## config.mk

```make
export PLATFORM = sky130hd
export DESIGN_NAME = ex_stage
export DESIGN_NICKNAME = d
export VERILOG_FILES = /design/src/rtl/pipe_pkg.sv /design/src/rtl/div_iter.sv /design/src/rtl/ex_stage.sv
export SDC_FILE = /design/constraint.sdc
export NUM_CORES = 1
export LEC_CHECK = 0
export ABC_AREA = 1
export ABC_CLOCK_PERIOD_IN_PS = 6700
export CAP_MARGIN = 20
export CORE_MARGIN = 2
export CORE_UTILIZATION = 40
export CTS_CLUSTER_DIAMETER = 40
export DETAILED_ROUTE_END_ITERATION = 10
export PLACE_DENSITY_LB_ADDON = 0.08
export SLEW_MARGIN = 0
export SYNTH_ARGS = -nofsm -noshare
export SYNTH_HDL_FRONTEND = slang
export SYNTH_SLANG_ARGS = --single-unit
```

## constraint.sdc

```tcl
create_clock -name clk -period 6.7 [get_ports clk]
set_input_delay 2.01 -clock clk [delete_from_list [all_inputs] [get_ports clk]]
set_output_delay 2.01 -clock clk [all_outputs]
set_load 0.02 [all_outputs]
```

## src/rtl/pipe_pkg.sv

```systemverilog
// pipe_pkg: shared definitions for the CPU pipeline slice.
//   - ALU one-hot function codes (12 bits, one bit per operation)
//   - divider state encoding used by div_iter
//   - es_to_ms_t: payload handed from execute to memory stage
package pipe_pkg;

  localparam int PIPE_XLEN = 32;
  localparam int ALU_OP_W  = 12;

  localparam logic [ALU_OP_W-1:0] ALU_ADD  = 12'h001;
  localparam logic [ALU_OP_W-1:0] ALU_SUB  = 12'h002;
  localparam logic [ALU_OP_W-1:0] ALU_SLTU = 12'h004;
  localparam logic [ALU_OP_W-1:0] ALU_SLT  = 12'h008;
  localparam logic [ALU_OP_W-1:0] ALU_AND  = 12'h010;
  localparam logic [ALU_OP_W-1:0] ALU_OR   = 12'h020;
  localparam logic [ALU_OP_W-1:0] ALU_NOR  = 12'h040;
  localparam logic [ALU_OP_W-1:0] ALU_XOR  = 12'h080;
  localparam logic [ALU_OP_W-1:0] ALU_SLL  = 12'h100;
  localparam logic [ALU_OP_W-1:0] ALU_SRL  = 12'h200;
  localparam logic [ALU_OP_W-1:0] ALU_SRA  = 12'h400;
  localparam logic [ALU_OP_W-1:0] ALU_LUI  = 12'h800;

  typedef enum logic [1:0] {
    DIV_IDLE = 2'd0,
    DIV_BUSY = 2'd1,
    DIV_DONE = 2'd2
  } div_state_e;

  typedef struct packed {
    logic [PIPE_XLEN-1:0] pc;
    logic [PIPE_XLEN-1:0] result;
    logic [PIPE_XLEN-1:0] store_data;
    logic [4:0]           rd;
    logic                 gr_we;
    logic                 mem_we;
    logic                 res_from_mem;
  } es_to_ms_t;

endpackage

```

## src/rtl/div_iter.sv

```systemverilog
// div_iter: iterative radix-2 restoring unsigned divider, one quotient bit
// per cycle.
// Ports:
//   clk, resetn       clock, asynchronous active-low reset
//   clear             abandon any operation and return to DIV_IDLE
//   start             begin dividing dividend by divisor (accepted in DIV_IDLE)
//   dividend, divisor operands, sampled on start
//   busy, done        FSM in DIV_BUSY / DIV_DONE
//   quotient, remainder  results, held while in DIV_DONE
// Division by zero yields quotient all-ones and remainder = dividend, which
// falls out of the restoring algorithm naturally (every trial subtract of
// zero succeeds).
module div_iter
  import pipe_pkg::*;
#(
  parameter int XLEN       = PIPE_XLEN,
  parameter int DIV_CYCLES = PIPE_XLEN
) (
  input  logic            clk,
  input  logic            resetn,
  input  logic            clear,
  input  logic            start,
  input  logic [XLEN-1:0] dividend,
  input  logic [XLEN-1:0] divisor,
  output logic            busy,
  output logic            done,
  output logic [XLEN-1:0] quotient,
  output logic [XLEN-1:0] remainder
);

  localparam int CW = $clog2(DIV_CYCLES);

  div_state_e      state_q;
  logic [CW-1:0]   cnt_q;
  logic [XLEN-1:0] quot_q;
  logic [XLEN-1:0] rem_q;
  logic [XLEN-1:0] dsor_q;

  // Partial remainder shifted left with the next dividend bit, and the trial
  // subtraction; bit XLEN of the difference is the borrow.
  logic [XLEN:0] rem_sh;
  logic [XLEN:0] trial;
  assign rem_sh = {rem_q, quot_q[XLEN-1]};
  assign trial  = rem_sh - {1'b0, dsor_q};

  always_ff @(posedge clk or negedge resetn) begin
    if (!resetn) begin
      state_q <= DIV_IDLE;
      cnt_q   <= '0;
      quot_q  <= '0;
      rem_q   <= '0;
      dsor_q  <= '0;
    end else if (clear) begin
      state_q <= DIV_IDLE;
      cnt_q   <= '0;
      quot_q  <= '0;
      rem_q   <= '0;
      dsor_q  <= '0;
    end else begin
      case (state_q)
        DIV_IDLE: begin
          if (start) begin
            state_q <= DIV_BUSY;
            cnt_q   <= '0;
            rem_q   <= '0;
            quot_q  <= dividend;
            dsor_q  <= divisor;
          end
        end
        DIV_BUSY: begin
          // Quotient bits shift in from the right as dividend bits shift out.
          if (!trial[XLEN]) begin
            rem_q  <= trial[XLEN-1:0];
            quot_q <= {quot_q[XLEN-2:0], 1'b1};
          end else begin
            rem_q  <= rem_sh[XLEN-1:0];
            quot_q <= {quot_q[XLEN-2:0], 1'b0};
          end
          cnt_q <= cnt_q + CW'(1);
          if (cnt_q == CW'(DIV_CYCLES - 1)) begin
            state_q <= DIV_DONE;
          end
        end
        DIV_DONE: begin
          state_q <= DIV_DONE;
        end
        default: begin
          state_q <= DIV_IDLE;
        end
      endcase
    end
  end

  assign busy      = (state_q == DIV_BUSY);
  assign done      = (state_q == DIV_DONE);
  assign quotient  = quot_q;
  assign remainder = rem_q;

endmodule

```

## src/rtl/ex_stage.sv

```systemverilog
// ex_stage: execute-stage slot of the 5-stage pipeline (decode -> ex -> mem).
// Captures one instruction via ds_to_es_valid/es_allowin, evaluates the
// one-hot ALU on registered operands, and hands the result to ms via
// es_to_ms_valid/ms_allowin. Bypass info (es_fwd_*) goes back to decode.
// Build option: define EX_DIV_EN to include the iterative unsigned divider
// (ds_div / ds_mod); without it those inputs are ignored and every
// instruction completes in one cycle.
// Ports: clk, resetn (async active-low), flush, decode-side ds_* inputs,
// es_allowin, ms_allowin, es_to_ms_valid + es_* payload, es_fwd_* bypass.
module ex_stage
  import pipe_pkg::*;
#(
  parameter int XLEN       = PIPE_XLEN,
  parameter int DIV_CYCLES = PIPE_XLEN  // must equal XLEN
) (
  input  logic                clk,
  input  logic                resetn,
  input  logic                flush,
  input  logic                ds_to_es_valid,
  output logic                es_allowin,
  input  logic [XLEN-1:0]     ds_pc,
  input  logic [ALU_OP_W-1:0] ds_alu_op,
  input  logic [XLEN-1:0]     ds_src1,
  input  logic [XLEN-1:0]     ds_src2,
  input  logic                ds_div,
  input  logic                ds_mod,
  input  logic [4:0]          ds_rd,
  input  logic                ds_gr_we,
  input  logic                ds_mem_we,
  input  logic                ds_res_from_mem,
  input  logic [XLEN-1:0]     ds_store_data,
  input  logic                ms_allowin,
  output logic                es_to_ms_valid,
  output logic [XLEN-1:0]     es_pc,
  output logic [XLEN-1:0]     es_result,
  output logic [XLEN-1:0]     es_store_data,
  output logic [4:0]          es_rd,
  output logic                es_gr_we,
  output logic                es_mem_we,
  output logic                es_res_from_mem,
  output logic                es_fwd_valid,
  output logic [4:0]          es_fwd_rd,
  output logic [XLEN-1:0]     es_fwd_data,
  output logic                es_fwd_data_ok
);

  localparam int SHW = $clog2(XLEN);

  logic                es_valid_q, es_valid_d;
  logic [XLEN-1:0]     es_pc_q, es_src1_q, es_src2_q, es_store_data_q;
  logic [ALU_OP_W-1:0] es_alu_op_q;
  logic [4:0]          es_rd_q;
  logic                es_gr_we_q, es_mem_we_q, es_res_from_mem_q;
  logic                es_ready_go, es_capture, es_handoff;
  logic [XLEN-1:0]     alu_y, es_result_w;
  es_to_ms_t           es_payload;

  // Gated by resetn so every output reads 0 while reset is held.
  assign es_allowin     = resetn & (!es_valid_q | (es_ready_go & ms_allowin));
  assign es_capture     = ds_to_es_valid & es_allowin & !flush;
  assign es_to_ms_valid = es_valid_q & es_ready_go & !flush;
  assign es_handoff     = es_to_ms_valid & ms_allowin;

  // Flush wins over capture; capture wins over handoff (replacement).
  always_comb begin
    es_valid_d = es_valid_q;
    if (flush) begin
      es_valid_d = 1'b0;
    end else if (es_capture) begin
      es_valid_d = 1'b1;
    end else if (es_handoff) begin
      es_valid_d = 1'b0;
    end
  end

`ifdef EX_DIV_EN
  logic es_div_q, es_mod_q;
`endif

  always_ff @(posedge clk or negedge resetn) begin
    if (!resetn) begin
      es_valid_q        <= 1'b0;
      es_pc_q           <= '0;
      es_alu_op_q       <= '0;
      es_src1_q         <= '0;
      es_src2_q         <= '0;
      es_rd_q           <= '0;
      es_gr_we_q        <= 1'b0;
      es_mem_we_q       <= 1'b0;
      es_res_from_mem_q <= 1'b0;
      es_store_data_q   <= '0;
`ifdef EX_DIV_EN
      es_div_q          <= 1'b0;
      es_mod_q          <= 1'b0;
`endif
    end else begin
      es_valid_q <= es_valid_d;
      if (es_capture) begin
        es_pc_q           <= ds_pc;
        es_alu_op_q       <= ds_alu_op;
        es_src1_q         <= ds_src1;
        es_src2_q         <= ds_src2;
        es_rd_q           <= ds_rd;
        es_gr_we_q        <= ds_gr_we;
        es_mem_we_q       <= ds_mem_we;
        es_res_from_mem_q <= ds_res_from_mem;
        es_store_data_q   <= ds_store_data;
`ifdef EX_DIV_EN
        es_div_q          <= ds_div;
        es_mod_q          <= ds_mod;
`endif
      end
    end
  end

  // ALU on registered operands.
  logic [SHW-1:0]  shamt;
  logic [XLEN-1:0] add_y, sub_y, sra_y;
  logic            slt_y, sltu_y;
  assign shamt  = es_src2_q[SHW-1:0];
  assign add_y  = es_src1_q + es_src2_q;
  assign sub_y  = es_src1_q - es_src2_q;
  // Kept separate so the shift stays arithmetic (signed context).
  assign sra_y  = $signed(es_src1_q) >>> shamt;
  assign slt_y  = $signed(es_src1_q) < $signed(es_src2_q);
  assign sltu_y = es_src1_q < es_src2_q;

  always_comb begin
    alu_y = '0;
    case (es_alu_op_q)
      ALU_ADD:  alu_y = add_y;
      ALU_SUB:  alu_y = sub_y;
      ALU_SLTU: alu_y = {{(XLEN-1){1'b0}}, sltu_y};
      ALU_SLT:  alu_y = {{(XLEN-1){1'b0}}, slt_y};
      ALU_AND:  alu_y = es_src1_q & es_src2_q;
      ALU_OR:   alu_y = es_src1_q | es_src2_q;
      ALU_NOR:  alu_y = ~(es_src1_q | es_src2_q);
      ALU_XOR:  alu_y = es_src1_q ^ es_src2_q;
      ALU_SLL:  alu_y = es_src1_q << shamt;
      ALU_SRL:  alu_y = es_src1_q >> shamt;
      ALU_SRA:  alu_y = sra_y;
      ALU_LUI:  alu_y = es_src2_q;
      default:  alu_y = '0;
    endcase
  end

`ifdef EX_DIV_EN
  logic            div_start, div_clear, div_busy, div_done;
  logic [XLEN-1:0] div_quot, div_rem;

  // Start one cycle after capture; a new capture, a handoff or a flush all
  // discard whatever the divider was holding.
  assign div_start   = es_valid_q & (es_div_q | es_mod_q) & !div_busy & !div_done & !flush;
  assign div_clear   = flush | es_capture | es_handoff;
  assign es_ready_go = !(es_div_q | es_mod_q) | div_done;

  div_iter #(
    .XLEN       (XLEN),
    .DIV_CYCLES (DIV_CYCLES)
  ) u_div_iter (
    .clk       (clk),
    .resetn    (resetn),
    .clear     (div_clear),
    .start     (div_start),
    .dividend  (es_src1_q),
    .divisor   (es_src2_q),
    .busy      (div_busy),
    .done      (div_done),
    .quotient  (div_quot),
    .remainder (div_rem)
  );

  always_comb begin
    es_result_w = alu_y;
    if (es_div_q) begin
      es_result_w = div_quot;
    end else if (es_mod_q) begin
      es_result_w = div_rem;
    end
  end
`else
  logic unused_div;
  assign unused_div  = ds_div ^ ds_mod ^ (DIV_CYCLES != XLEN);
  assign es_ready_go = 1'b1;
  assign es_result_w = alu_y;
`endif

  assign es_payload = '{
    pc:           es_pc_q,
    result:       es_result_w,
    store_data:   es_store_data_q,
    rd:           es_rd_q,
    gr_we:        es_gr_we_q,
    mem_we:       es_mem_we_q,
    res_from_mem: es_res_from_mem_q
  };

  assign es_pc           = es_payload.pc;
  assign es_result       = es_payload.result;
  assign es_store_data   = es_payload.store_data;
  assign es_rd           = es_payload.rd;
  assign es_gr_we        = es_payload.gr_we;
  assign es_mem_we       = es_payload.mem_we;
  assign es_res_from_mem = es_payload.res_from_mem;

  assign es_fwd_valid   = es_valid_q & es_gr_we_q & (es_rd_q != 5'd0);
  assign es_fwd_rd      = es_rd_q;
  assign es_fwd_data    = es_result_w;
  assign es_fwd_data_ok = es_fwd_valid & !es_res_from_mem_q & es_ready_go;

endmodule

```

==> results.yml <==
job:
  maxCapViolations: 0
setup_path:
  rr_endpoint: "es_src2_q[13]"
  crit_type: "reg -> out"
  arrival_ps: 4090
  crit_path_end_kind: "output port"
  reg2reg_from: "es_valid_q"
  r2r_slack_ps: 4560
  critPathLaunchType: "register"
  cpMaxStageDelayCell: "ha_1"
  critPathLaunch: "es_src1_q[22]"
  required_ps: 4690
  critPathCapture: "es_result[31]"
  crit_chain: "inv_1 -> ha_1 -> inv_1 -> a21oi_1 -> a21boi_0 -> nand2_1 -> a21oi_1 -> nand2_1 -> nand2_1 -> nand3_1 -> nand3_1 -> clkdlybuf4s50_1"
  cp_max_fo: 9
  cp_slowest_stage_delay_ps: 630
  cp_common_cell: "nand2_1"
  reg2regPathDepth: 6
global_routing:
  grt_overflow: 0
  grt_max_degree: 169
  grt_pass1_vias: 18100
  grt_first_pass_wirelength_mm: 114
  grt.total_usage: 0.370
  antenna_found_initial: 3
clock_network:
  cts_setup_buffers: 0
  cts_buffers: 17
  tritoncts: "done"
  h-tree-depth: 4
  clock_sinks: 149
  cts_hold_buf: 0
  clk_pin_slew_ps: 70
  clk_latency_ps: 490
  cts-resized-gates: 0
  cts_buffer_depth: 2
  clockRootBuffer: "clkbuf_16"
synth:
  syn_avg_cell_area_um2: 6.17
  synthesis.nets: 2915
  synthArstFlopShare: 1.00
  netlist.area_leader.share: 0.228
  yosysTopAreaCell: "dfrtp_1"
  synth_cells: 2656
  ys_types: 52
  synth_edf_count: 0
  synth_seq_area_share: 0.228
  synth_ff_type: "dfrtp_1"
  syn_area_um2: 16400
  synth_warnings: 0
  synth_area_leaders: "dfrtp_1, nand2_1, nand3_1"
  ys_seq_elements: 149
sta:
  relSlewSlack: 0.404
  tightest_slew_ps: 894
  worst_slack_ps: 595
  hold_viol: 0
  post-route-min-period_ps: 6100
  setup_violations: 0
  rsz0062_at_grt: "false"
  finClkSkew_ps: 16.3
  report.final.slew_viol_count: 0
  fin_crit_sh: 0.911
  fin_setup_tns_ps: 0
  max_freq_ghz: 0.164
detailed_routing:
  ant_nets: 0
  via_per_inst: 5.66
  first_iter_violations: 2041
  drc_errors: 0
  wirelength_mm: 78.8
  drt-pass1-iter-count: 5
  wl_per_cell_um: 23.3
  num_vias: 19200
floorplanning:
  start_util: 0.403
  die_y_um: 206
  die_x_um: 206
  rows: 74
  core-area_um2: 40600
  die_area_um2: 42600
  ios: 300
placed_design:
  dpl.hpwl_mm: 63.1
  post_dp_cell_area_um2: 19300
  finalWeightedCongestion: 1.02
  dp_slack_ps: 1220
  dpl.cell_count: 3352
  io_buffers: 297
final_layout:
  regArea_um2: 3730
  final_cell_area_um2: 19900
  mostFrequentLayoutCell: "nand2_1"
  multiInputGateArea_um2: 10600
  post_layout_nonfiller_instances: 3385
  area_growth_syn_to_layout_pct: 21.4
  layout_common_cells: "nand2_1, nand3_1, clkdlybuf4s50_1"
  drive_above_1_share: 0.0607
  fillCellCount: 4279
  nets: 3098
outcome:
  status: "completed"
hold_path:
  hold_class: "reg -> reg"
power:
  peakVddDrop_uv: 236
  leakagePower_nw: 9.93
  powerDensity_nw_per_um2: 278
-- logic make-up after synthesis --
group / synth area share
muxes: 0.0508
adders and majority gates: 0.0804
and+or+nand+nor: 0.397
AOI/OAI and AO/OA: 0.114
xor gates and xnor gates: 0.00160
DFF: 0.228
buffers and inverters: 0.128
-- cell type report --
| cell class | instances | share of cell area |
|---|---|---|
| clock buffer | 18 | 0.0216 |
| tap | 532 | 0.0335 |
| sequential | 149 | 0.187 |
| multi-input combinational | 2042 | 0.530 |
| inverter | 310 | 0.0589 |
| timing repair buffer | 319 | 0.159 |
| clock inverter | 14 | 0.00899 |
| antenna | 1 | 0.000126 |
-- report_power, final --
group          switching [mW]  internal (mW)
clock network           0.495          0.567
registers               0.214           1.07
logic                    2.17           1.01
total                    2.88           2.65
-- registers in the layout, indices dropped and copies added (netlist names) --
signal / flops
es_alu_op_q: 12
es_pc: 32
es_fwd_rd: 5
es_valid_q: 1
es_res_from_mem: 1
es_src2_q: 32
es_mem_we: 1
es_src1_q: 32
es_store_data: 32
es_gr_we: 1
-- through the flow --
step                      hold slack [ps]  total power, mW   util
final                                 506             5.53  0.489
after global routing                  522             5.88  0.489
after CTS                             507             5.48  0.489
after detailed placement              493             4.40  0.474
after global placement                487             4.38  0.474
after floorplan                       530             3.20      -
-- per-layer routing --
| metal | track usage | routed length (µm) | up-vias |
|---|---|---|---|
| li1 | - | - | 8961 |
| met1 | 0.461 | 31600 | 9037 |
| met2 | 0.600 | 35700 | 1010 |
| met3 | 0.0954 | 8040 | 158 |
| met4 | 0.165 | 3490 | 2 |
| met5 | 0 | 11 | - |
-- Yosys cell counts (2+ instances only) --
cell type / number
xor2_1: 2
o211ai_1: 14
fa_1: 2
a21o_1: 3
nand2_1: 719
inv_1: 296
nor2_1: 276
buf_2: 68
nor4_1: 4
inv_2: 10
buf_4: 47
a21oi_1: 170
o21a_1: 3
o21bai_1: 6
buf_6: 11
ha_1: 102
clkbuf_2: 2
o22ai_1: 15
mux2_2: 73
o21ai_1: 14
nand2_2: 7
and2_1: 9
dfrtp_1: 149
buf_1: 7
nor2_2: 8
or2_1: 2
nand3_1: 402
clkbuf_1: 20
nor3_2: 3
nor3_1: 19
nand2_4: 5
nand3b_1: 13
a21boi_0: 2
or2_2: 2
nand4_1: 34
o21ai_0: 117
nor2_4: 5
-- worst min path at each step --
stage                                end  cells after the start            from  slack [ps]
after floorplan           es_alu_op_q[2]                      2  es_alu_op_q[2]         530
after global placement         es_mem_we                      1       es_mem_we         490
after detailed placement        es_pc[3]                      1        es_pc[3]         490
after CTS                      es_pc[13]                      1       es_pc[13]         510
after global routing           es_pc[12]                      1       es_pc[12]         520
final                           es_pc[3]                      1        es_pc[3]         510
-- critical path, delay by kind of cell, from the launching register on --
kind,cells,cell delay (ps)
compound gates,3,940
fa+ha+maj,1,630
simple gates,5,430
flops,1,570
buf+inv,3,1040
No activity file was read; power rests on OpenSTA's default activity.
